===== config.mk =====
export PLATFORM = sky130hd
export DESIGN_NAME = btn_debounce_sync
export DESIGN_NICKNAME = d
export VERILOG_FILES = /design/src/rtl/btn_debounce_sync.sv
export SDC_FILE = /design/constraint.sdc
export NUM_CORES = 1
export LEC_CHECK = 0
export CAP_MARGIN = 20
export CORE_UTILIZATION = 45
export CTS_CLUSTER_DIAMETER = 40
export CTS_CLUSTER_SIZE = 30
export DETAILED_ROUTE_END_ITERATION = 10
export DONT_BUFFER_PORTS = 1
export SYNTH_ARGS = -nofsm -noshare
export SYNTH_HDL_FRONTEND = slang
export SYNTH_SLANG_ARGS = --single-unit

===== constraint.sdc =====
create_clock -name clk -period 3.5 [get_ports clk]
set_input_delay 0.35 -clock clk [delete_from_list [all_inputs] [get_ports clk]]
set_output_delay 0.35 -clock clk [all_outputs]
set_load 0.05 [all_outputs]

===== src/rtl/btn_debounce_sync.sv =====
// btn_debounce_sync: two-channel push-button / switch conditioner.
// Each channel runs its raw asynchronous level through a 2-FF synchroniser.
// A stability counter then rejects contact bounce. The channel presents a clean
// registered level together with one-cycle rise and fall pulses.
// btn_clean[1:0] drives the a/b inputs of the downstream 2-input gate stage.
module btn_debounce_sync #(
    // Consecutive stable synchronised cycles needed to accept a change.
    parameter int unsigned STABLE_CYCLES = 1_000_000,
    // Width of each per-channel stability counter; must hold STABLE_CYCLES-1.
    parameter int unsigned CNT_W         = 20
) (
    input  logic       clk,
    input  logic       rst,
    input  logic [1:0] btn_raw,
    output logic [1:0] btn_clean,
    output logic [1:0] btn_rise,
    output logic [1:0] btn_fall
);

    localparam int unsigned NumCh = 2;

    // Terminal count: the WAIT state has seen STABLE_CYCLES samples after the entry sample.
    localparam logic [CNT_W-1:0] CntLast = CNT_W'(STABLE_CYCLES - 1);

    // LOW/HIGH are settled levels; WAIT_* are qualifying a candidate change.
    typedef enum logic [1:0] {
        StLow,
        StWaitHi,
        StHigh,
        StWaitLo
    } state_e;

    // ------------------------------------------------------------------
    // Synchroniser: meta_q is the metastability catch stage.
    // sync_q is btn_raw delayed by two rising edges. No logic sits on the raw input.
    // ------------------------------------------------------------------
    logic [NumCh-1:0] meta_q;
    logic [NumCh-1:0] sync_q;

    // Two-flop synchroniser chain for both channels.
    always_ff @(posedge clk or posedge rst) begin
        if (rst) begin
            meta_q <= '0;
            sync_q <= '0;
        end else begin
            meta_q <= btn_raw;
            sync_q <= meta_q;
        end
    end

    // ------------------------------------------------------------------
    // Per-channel debounce FSM. The channels share only clk and rst.
    // ------------------------------------------------------------------
    for (genvar ch = 0; ch < NumCh; ch++) begin : g_ch
        state_e           state_q, state_d;
        logic [CNT_W-1:0] cnt_q, cnt_d;
        logic             clean_q, clean_d;
        logic             rise_q, rise_d;
        logic             fall_q, fall_d;
        logic             smp;
        logic             cnt_done;

        assign smp      = sync_q[ch];
        assign cnt_done = (cnt_q == CntLast);

        // Next-state, counter and output decode for one channel.
        always_comb begin
            state_d = state_q;
            cnt_d   = cnt_q;
            clean_d = clean_q;
            rise_d  = 1'b0;
            fall_d  = 1'b0;

            unique case (state_q)
                StLow: begin
                    clean_d = 1'b0;
                    if (smp) begin
                        state_d = StWaitHi;
                        cnt_d   = '0;
                    end
                end

                StWaitHi: begin
                    clean_d = 1'b0;
                    if (!smp) begin
                        // A low sample mid-qualification counts as bounce.
                        // Fall back to LOW and restart the count.
                        state_d = StLow;
                        cnt_d   = '0;
                    end else if (cnt_done) begin
                        state_d = StHigh;
                        cnt_d   = '0;
                        clean_d = 1'b1;
                        rise_d  = 1'b1;
                    end else begin
                        cnt_d = cnt_q + 1'b1;
                    end
                end

                StHigh: begin
                    clean_d = 1'b1;
                    if (!smp) begin
                        state_d = StWaitLo;
                        cnt_d   = '0;
                    end
                end

                StWaitLo: begin
                    clean_d = 1'b1;
                    if (smp) begin
                        state_d = StHigh;
                        cnt_d   = '0;
                    end else if (cnt_done) begin
                        state_d = StLow;
                        cnt_d   = '0;
                        clean_d = 1'b0;
                        fall_d  = 1'b1;
                    end else begin
                        cnt_d = cnt_q + 1'b1;
                    end
                end

                default: begin
                    state_d = StLow;
                    cnt_d   = '0;
                    clean_d = 1'b0;
                end
            endcase
        end

        // State, counter and registered outputs for one channel.
        // An asynchronous reset aborts any count in progress.
        always_ff @(posedge clk or posedge rst) begin
            if (rst) begin
                state_q <= StLow;
                cnt_q   <= '0;
                clean_q <= 1'b0;
                rise_q  <= 1'b0;
                fall_q  <= 1'b0;
            end else begin
                state_q <= state_d;
                cnt_q   <= cnt_d;
                clean_q <= clean_d;
                rise_q  <= rise_d;
                fall_q  <= fall_d;
            end
        end

        assign btn_clean[ch] = clean_q;
        assign btn_rise[ch]  = rise_q;
        assign btn_fall[ch]  = fall_q;
    end

endmodule

### Word-level counts from Yosys, hierarchy flattened

Cells that the tools add are included.

* register bits after elaboration: 54
* input bits: 4
* output and inout port bits: 6
* word-level logic and storage cells: 78

* add/subtract/negate cells: 2
* eq/ne operators: 16
* multiplexer cells: 42
* reduce and logical (&&, ||, !) cells: 6

Operators with widths (count)
* 20-bit 2-to-1 mux: 10
* 20-bit one-hot mux with 4 select lines: 2
* 20-bit by 1-bit adder with 20-bit output, second input constant: 2
* 20-bit == test, second input constant: 2
* 2-bit 2-to-1 mux: 12
* 2-bit one-hot mux with 4 select lines: 2
* 1-bit 2-to-1 mux: 14
* 3-bit != test, second input constant: 4
* 2-bit == test, second input constant: 4
* 2-bit != test, second input constant: 4
* 1-bit one-hot mux with 4 select lines: 2
* 4-bit AND reduction: 2
* 2-bit by 1-bit == test with 1-bit output, second input constant: 2
* 2-bit logical NOT: 2
* 2-bit AND reduction: 2

### Logic depth before layout (Yosys ltp)

Gate-level depths: netlist of the first run.

* word-level depth: 4
* mapped depth: 7
* depth with buffers taken out: 6

### Least setup slack after synthesis of the first run

OpenSTA, ideal clock, no wires.

* path kind: register -> register
* start: register g_ch[0].cnt_q[10]
* end: register g_ch[0].cnt_q[0]
* library setup time: 0.125 ns
* arrival: 1.695 ns
* data required time: 3.375 ns
* setup slack: 1.680 ns
* cell stages (with the launch flop): 6
* path buffers: 1
* period minus slack after synthesis: 1.820 ns
* path through: dfrtp_1 -> or4b_1 -> nor4_4 -> a21oi_2 -> buf_6 -> mux2_2

* longest elaborated chain between the ends: 4
* elaborated cells on any way between the ends: 5
* those cells by class: eq/ne: 1; mux: 4

Ends and longest elaborated chain
* start, declared: line 56 `logic [CNT_W-1:0] cnt_q, cnt_d;`
* start signal, assigned: line 142 `cnt_q <= cnt_d;`
* 20-bit == test (*): line 64 `assign cnt_done = (cnt_q == CntLast);`
* 20-bit 2-to-1 mux (*): line 90, 113
* 20-bit 2-to-1 mux, on equally long branches: line 110, 85
* 20-bit one-hot mux with 4 select lines (*): line 74 `unique case (state_q)`

Mark *: on every way between the ends. The rest lies on a longest branch, timed or not.
A chain may end at the register's enable or synchronous reset.

### Worst setup path in the final report of the first run

* start: register g_ch[0].cnt_q[7]
* end: register g_ch[0].cnt_q[12]

* longest elaborated chain between the ends: 4
* elaborated cells on any way between the ends: 6
* those cells by class: add/sub: 1; eq/ne: 1; mux: 4

Ends and longest elaborated chain (line)
* 20-bit by 1-bit adder with 20-bit output / 20-bit == test (equally long branches): 96, 119, 64
* 20-bit 2-to-1 mux (*): 90, 113
* 20-bit 2-to-1 mux, on equally long branches: 110, 85
* 20-bit one-hot mux with 4 select lines (*): 74

Marks and branches as above.

==> impl_metrics.ini, run 1 <==
[cts]
htree_levels = 2
cts_tree = done
post_cts_buffers = 0
cts_resized = 0
path_clk_slew_ns = 0.11
clk_latency_ns = 0.31
numCtsBuffers = 5
clock_sinks = 54
max-clock-path-buffers = 2
clock_tree.root_cell = clkbuf_8
cts_hold_buffers = 0

[layout]
area_growth_pct = 3.53
nFillCells = 585
diodes = 0
drive_gt1_share_pct = 9.25
layout.nets = 297

[sta]
period_needed_ns = 2.15
max_freq_mhz = 466
timing.final.crit_share_pct = 61.4
rsz0062_at_grt = no
relSlewSlack_pct = 42.3
setup_viol = 0
fin_tns_setup_ns = 0
skew_ns = 0.00926
tightestPinTransition_ns = 0.862
drv_slew = 0
hold_viol = 0

[detailed_routing]
postRouteAntennaNets = 0
route.detailed.drc = 0
wirelength_um = 5410
vias = 2113
first_iter_violations = 111
avgViaCountPerCell = 5.76
firstDrtPassIters = 4
wl_per_cell_um = 14.7

[yosys]
synth_fp_nets = 305
synth_ff_type = dfrtp_1
yosys.cell_types.count = 44
synth-seq-cells = 54
yosys_warnings = 0
synthMostInstantiatedCell = dfrtp_1
yosysTopAreaCellShare_pct = 48.2
synth_area_leaders = dfrtp_1, nand2_1, nand3_1, o21ai_0, a31oi_1
ys_seq_area_share_pct = 48.2
async_flop_share_pct = 100
syn_inst = 299
synth.cell_area_um2 = 2800
synth_edf_count = 0
synth_top_area_cell = dfrtp_1
syn_area_per_cell_um2 = 9.37
synth_commonest_cells = dfrtp_1, nand2_1, nand3_1, o21ai_0

[critical_path]
crit_type = register to register
startpoint_type = register
crit_required_ns = 3.70
cp_top_family = simple AND/OR/NAND/NOR gates
crit_fanout = 21
arrival_ns = 2.35
cp-end-kind = register
path_cells = or4b_1 > nor4_4 > a21oi_2 > buf_4 > a41oi_1 > a31oi_1
slowest_delay_ns = 0.57
slowest_stage = or4b_1
critical_path_buf_inv_count = 1

[status]
status = complete, no violations

[place]
place.gp.congestion = 0.823
dp_hpwl_um = 3700
port_buffers = 0

[floorplan]
die_h_um = 80.9
die_x_um = 80.9
floorplan.initialDensity_pct = 47.1
fp-row-count = 28
dieArea_um2 = 6550
num_io_pins = 10
coreArea_um2 = 5960

[power]
peakVddDrop_mv = 0.213
leakage_nw = 1.22
total_power_mw = 1.07
powerDensity_nw_per_um2 = 369

[grt]
grt_pass1_vias = 1994
overflow = 0
antenna_found_initial = 0
grt_pass1_wl_um = 9540
grt_max_degree = 39
grt_use_total_pct = 18.7

[hold_path]
hp-class = input port to asynchronous set/reset pin

[flow_run]
drv_cap = 0
## layout by cell type, fill, tap and decap left out, types with 2 or more instances in the layout
cell type and n:
a41oi_1 2, a21o_1 4, nor4_1 3, nand2_1 31
a22o_1 8, nor3_1 6, ha_1 2, or4b_1 2
buf_4 3, dfrtp_1 54, inv_1 8, mux2i_1 2
nor3b_1 4, a21oi_1 17, nor2b_1 2, xor2_1 3
a21oi_2 2, o21ai_0 22, mux2_2 5, and3_1 6
or3_1 8, a31oi_1 16, and2_1 2, or2_2 4
nor2_1 17, nand3_1 23, inv_6 3, nand2b_1 3
clkbuf_8 5, nand4_1 10, xnor2_1 2
## area by class of cell
type | instances | area, um2 | area share (%)
Clock buffer | 5 | 68.8 | 2.37
Clock inverter | 3 | 26.3 | 0.906
Inverter | 9 | 33.8 | 1.16
Multi-Input combinational cell | 218 | 1310 | 45.0
Sequential cell | 54 | 1350 | 46.6
Tap cell | 75 | 93.8 | 3.23
Timing Repair Buffer | 3 | 22.5 | 0.776
## registers in the layout, indices dropped and copies added (netlist names), named ones only
register	count
g_ch.rise_q	2
g_ch.cnt_q	40
g_ch.fall_q	2
meta_q	2
g_ch.clean_q	2
sync_q	2
g_ch.state_q	2
## per-layer routing
metal / wire length, um / vias up / global-route usage, %
met2: 2280 / 34 / 26.7
met4: 23 / 0 / 4.29
met1: 2950 / 1002 / 29.2
met5: 0 / - / 0
li1: - / 1074 / -
met3: 158 / 3 / 3.15
## power by group
group / internal [mW] / switching, mW / leakage, nW / total, mW
combinational: 0.0160 / 0.0416 / 0.428 / 0.0576
sequential: 0.631 / 0.00697 / 0.738 / 0.638
clock: 0.149 / 0.226 / 0.0495 / 0.375
total: 0.796 / 0.275 / 1.22 / 1.07
## path summary, 6_finish.rpt
check,from,end,slack [ns],cells past startpoint
worst min-delay path,rst,asynchronous set/reset pin,0.05,1
worst min register to register,meta_q[1]$_DFF_PP0_,sync_q[1]$_DFF_PP0_,0.36,0
worst max-delay path,g_ch[0].cnt_q[7]$_DFFE_PP0P_,g_ch[0].cnt_q[12]$_DFFE_PP0P_,1.35,6
max in group asynchronous,rst,g_ch[1].cnt_q[17]$_DFFE_PP0P_,2.72,2
worst max register to register,g_ch[0].cnt_q[7]$_DFFE_PP0P_,g_ch[0].cnt_q[12]$_DFFE_PP0P_,1.35,6
min in group clk,btn_raw[0],meta_q[0]$_DFF_PP0_,0.05,0
## worst reg2reg max path: stages (launching register included)
cell,delay (ns)
dfrtp_1,0.45
or4b_1,0.57
nor4_4,0.25
a21oi_2,0.22
buf_4,0.26
a41oi_1,0.22
a31oi_1,0.06
## metrics by stage
step | setup WS, ns | utilization [%] | hold slack [ns] | cell area (um2) | instances
6_report | 1.35 | 48.7 | 0.0506 | 2900 | 367
5_1_grt | 1.19 | 48.7 | 0.0332 | 2900 | 367
4_1_cts | 1.36 | 48.7 | 0.0456 | 2900 | 367
3_5_place_dp | 1.37 | 47.1 | 0.336 | 2810 | 359
3_3_place_gp | 1.42 | 47.1 | 0.333 | 2810 | 359
2_1_floorplan | 1.68 | - | 0.331 | 2800 | 299
## kinds of logic after synthesis
logic type | Yosys count | synth area share, %
xor+xnor | 5 | 1.56
compound gates | 77 | 16.9
simple gates | 127 | 24.5
flops | 54 | 48.2
mux | 7 | 2.72
buf+inv | 27 | 5.22
fa+ha+maj | 2 | 0.893
Note: power is estimated with default switching activity, not from simulation.
==> run 2, diff against run 1 <==
==> constraint.sdc (replaced) <==
create_clock -name clk -period 2 [get_ports clk]
set_input_delay 0.2 -clock clk [delete_from_list [all_inputs] [get_ports clk]]
set_output_delay 0.2 -clock clk [all_outputs]
set_load 0.05 [all_outputs]
==> impl_metrics.ini, run 2 (synthesized netlist as in run 1, its figures left out) <==
[sta]
relSlewSlack_pct = 42.7
period_needed_ns = 1.94
skew_ns = 0.0116
final.setup.worst_slack_ns = 0.0601
whs_ns = 0.357
tightestPinTransition_ns = 0.856
fin_tns_setup_ns = 0
rsz0062_at_grt = no
max_freq_mhz = 515
hold_viol = 0
timing.final.crit_share_pct = 97.0
setup_viol = 0
drv_slew = 0

[critical_path]
crit_type = register to register
path_cells = or4b_1 > nor4_4 > a21oi_4 > buf_12 > mux2_2
startpoint_type = register
crit_fanout = 11
r2r_cells = 5
crit_required_ns = 2.20
slowest_delay_ns = 0.58
slowest_stage = or4b_1
arrival_ns = 2.14
cp-end-kind = register

[cts]
clock_tree.root_cell = clkbuf_8
cts_tree = done
clk_latency_ns = 0.31
max-clock-path-buffers = 2
numCtsBuffers = 5
clock_sinks = 54
htree_levels = 2
path_clk_slew_ns = 0.11

[grt]
grt_max_degree = 55
overflow = 0
grt_pass1_vias = 2045
grt_use_total_pct = 19.1
antenna_found_initial = 0
grt_pass1_wl_um = 9610

[power]
peakVddDrop_mv = 0.424
powerDensity_nw_per_um2 = 586
leakage_nw = 1.38
total_power_mw = 1.87

[detailed_routing]
wl_per_cell_um = 14.4
firstDrtPassIters = 4
vias = 2275
route.detailed.drc = 0
first_iter_violations = 210
wirelength_um = 5710
avgViaCountPerCell = 5.73
postRouteAntennaNets = 0

[layout]
diodes = 0
final_cells = 397
drive_gt1_share_pct = 18.0
top_register = g_ch.cnt_q
final_area_um2 = 3200
area_growth_pct = 14.1
largest_reg_flops = 40
layout.nets = 327
post-route-util_pct = 53.7
mostFrequentLayoutCells = dfrtp_1, nand2_1, buf_4
final_common_cell = dfrtp_1

[floorplan]
dieArea_um2 = 6550
floorplan.initialDensity_pct = 47.1
fp-row-count = 28
die_x_um = 80.9
die_h_um = 80.9
coreArea_um2 = 5960
num_io_pins = 10

[place]
place.gp.congestion = 0.826
dp_slack_ns = 0.0734
post-place-cells = 385
post_dp_cell_area_um2 = 3030
port_buffers = 0
dp_hpwl_um = 3880

[hold_path]
hold_depth = 0
hp-class = register to register

[flow_run]
drv_cap = 0

[status]
status = complete, no violations
==> run 2: cell count changes in the layout (fill, tap and decap cells not counted), sizes merged <==
cell / previous run / this run
clkinv: 0 / 1
clkinvlp: 0 / 1
dlygate4sd3: 0 / 3
buf: 3 / 30
inv: 12 / 10
==> run 2: worst max-delay path, delay by kind of cell, from the launching register on <==
family	cells	cell delay, ns
AO/OA/AOI/OAI	1	0.17
buffers and inverters	1	0.17
flip-flops	1	0.39
multiplexers	1	0.25
AND/OR/NAND/NOR	2	0.84
==> run 2: worst paths after layout <==
check / startpoint / end / slack (ns)
worst max-delay path: g_ch[0].cnt_q[10]$_DFFE_PP0P_ / g_ch[0].cnt_q[0]$_DFFE_PP0P_ / 0.06
worst min-delay path: meta_q[1]$_DFF_PP0_ / sync_q[1]$_DFF_PP0_ / 0.36
worst max register to register: g_ch[0].cnt_q[10]$_DFFE_PP0P_ / g_ch[0].cnt_q[0]$_DFFE_PP0P_ / 0.06
worst min register to register: meta_q[1]$_DFF_PP0_ / sync_q[1]$_DFF_PP0_ / 0.36
max in group asynchronous: rst / g_ch[1].cnt_q[9]$_DFFE_PP0P_ / 1.36
min in group asynchronous: rst / g_ch[0].cnt_q[5]$_DFFE_PP0P_ / 0.39
==> run 2: timing repair <==
item / CTS / global route
endpoints found under the hold margin: 56 / 0
endpoints found under the setup margin: 0 / 18
resized for setup: 0 / 8
hold buffers: 3 / 0
buffers inserted: 0 / 1
==> run 2: per-layer routing <==
layer / share of wire [%] / global-route usage (%) / routed length [um]
met1: 52 / 29.2 / 2980
met2: 45 / 27.2 / 2570
met3: 2.2 / 2.92 / 127
met4: 0.58 / 6.79 / 33
met5: 0 / 0 / 0
==> run 2: where the power goes <==
part | internal, mW | switching [mW]
Clock | 0.254 | 0.377
Sequential | 1.10 | 0.0124
Combinational | 0.0484 | 0.0780
==> run 2: area by class of cell <==
class | count | area [um2]
clock buffer | 5 | 68.8
sequential | 54 | 1350
inverter | 9 | 33.8
multi-input combinational | 218 | 1340
clock inverter | 3 | 25.0
tap | 75 | 93.8
timing repair buffer | 33 | 284
fill | 553 | 2760
==> run 3, diff against run 2 <==
--- a/config.mk
+++ b/config.mk
@@ -14,3 +14,4 @@
 export SYNTH_ARGS = -nofsm -noshare
 export SYNTH_HDL_FRONTEND = slang
 export SYNTH_SLANG_ARGS = --single-unit
+export TNS_END_PERCENT = 50
==> results of run 3 <==
Final layout, timing and power as in run 2 (identical DEF).
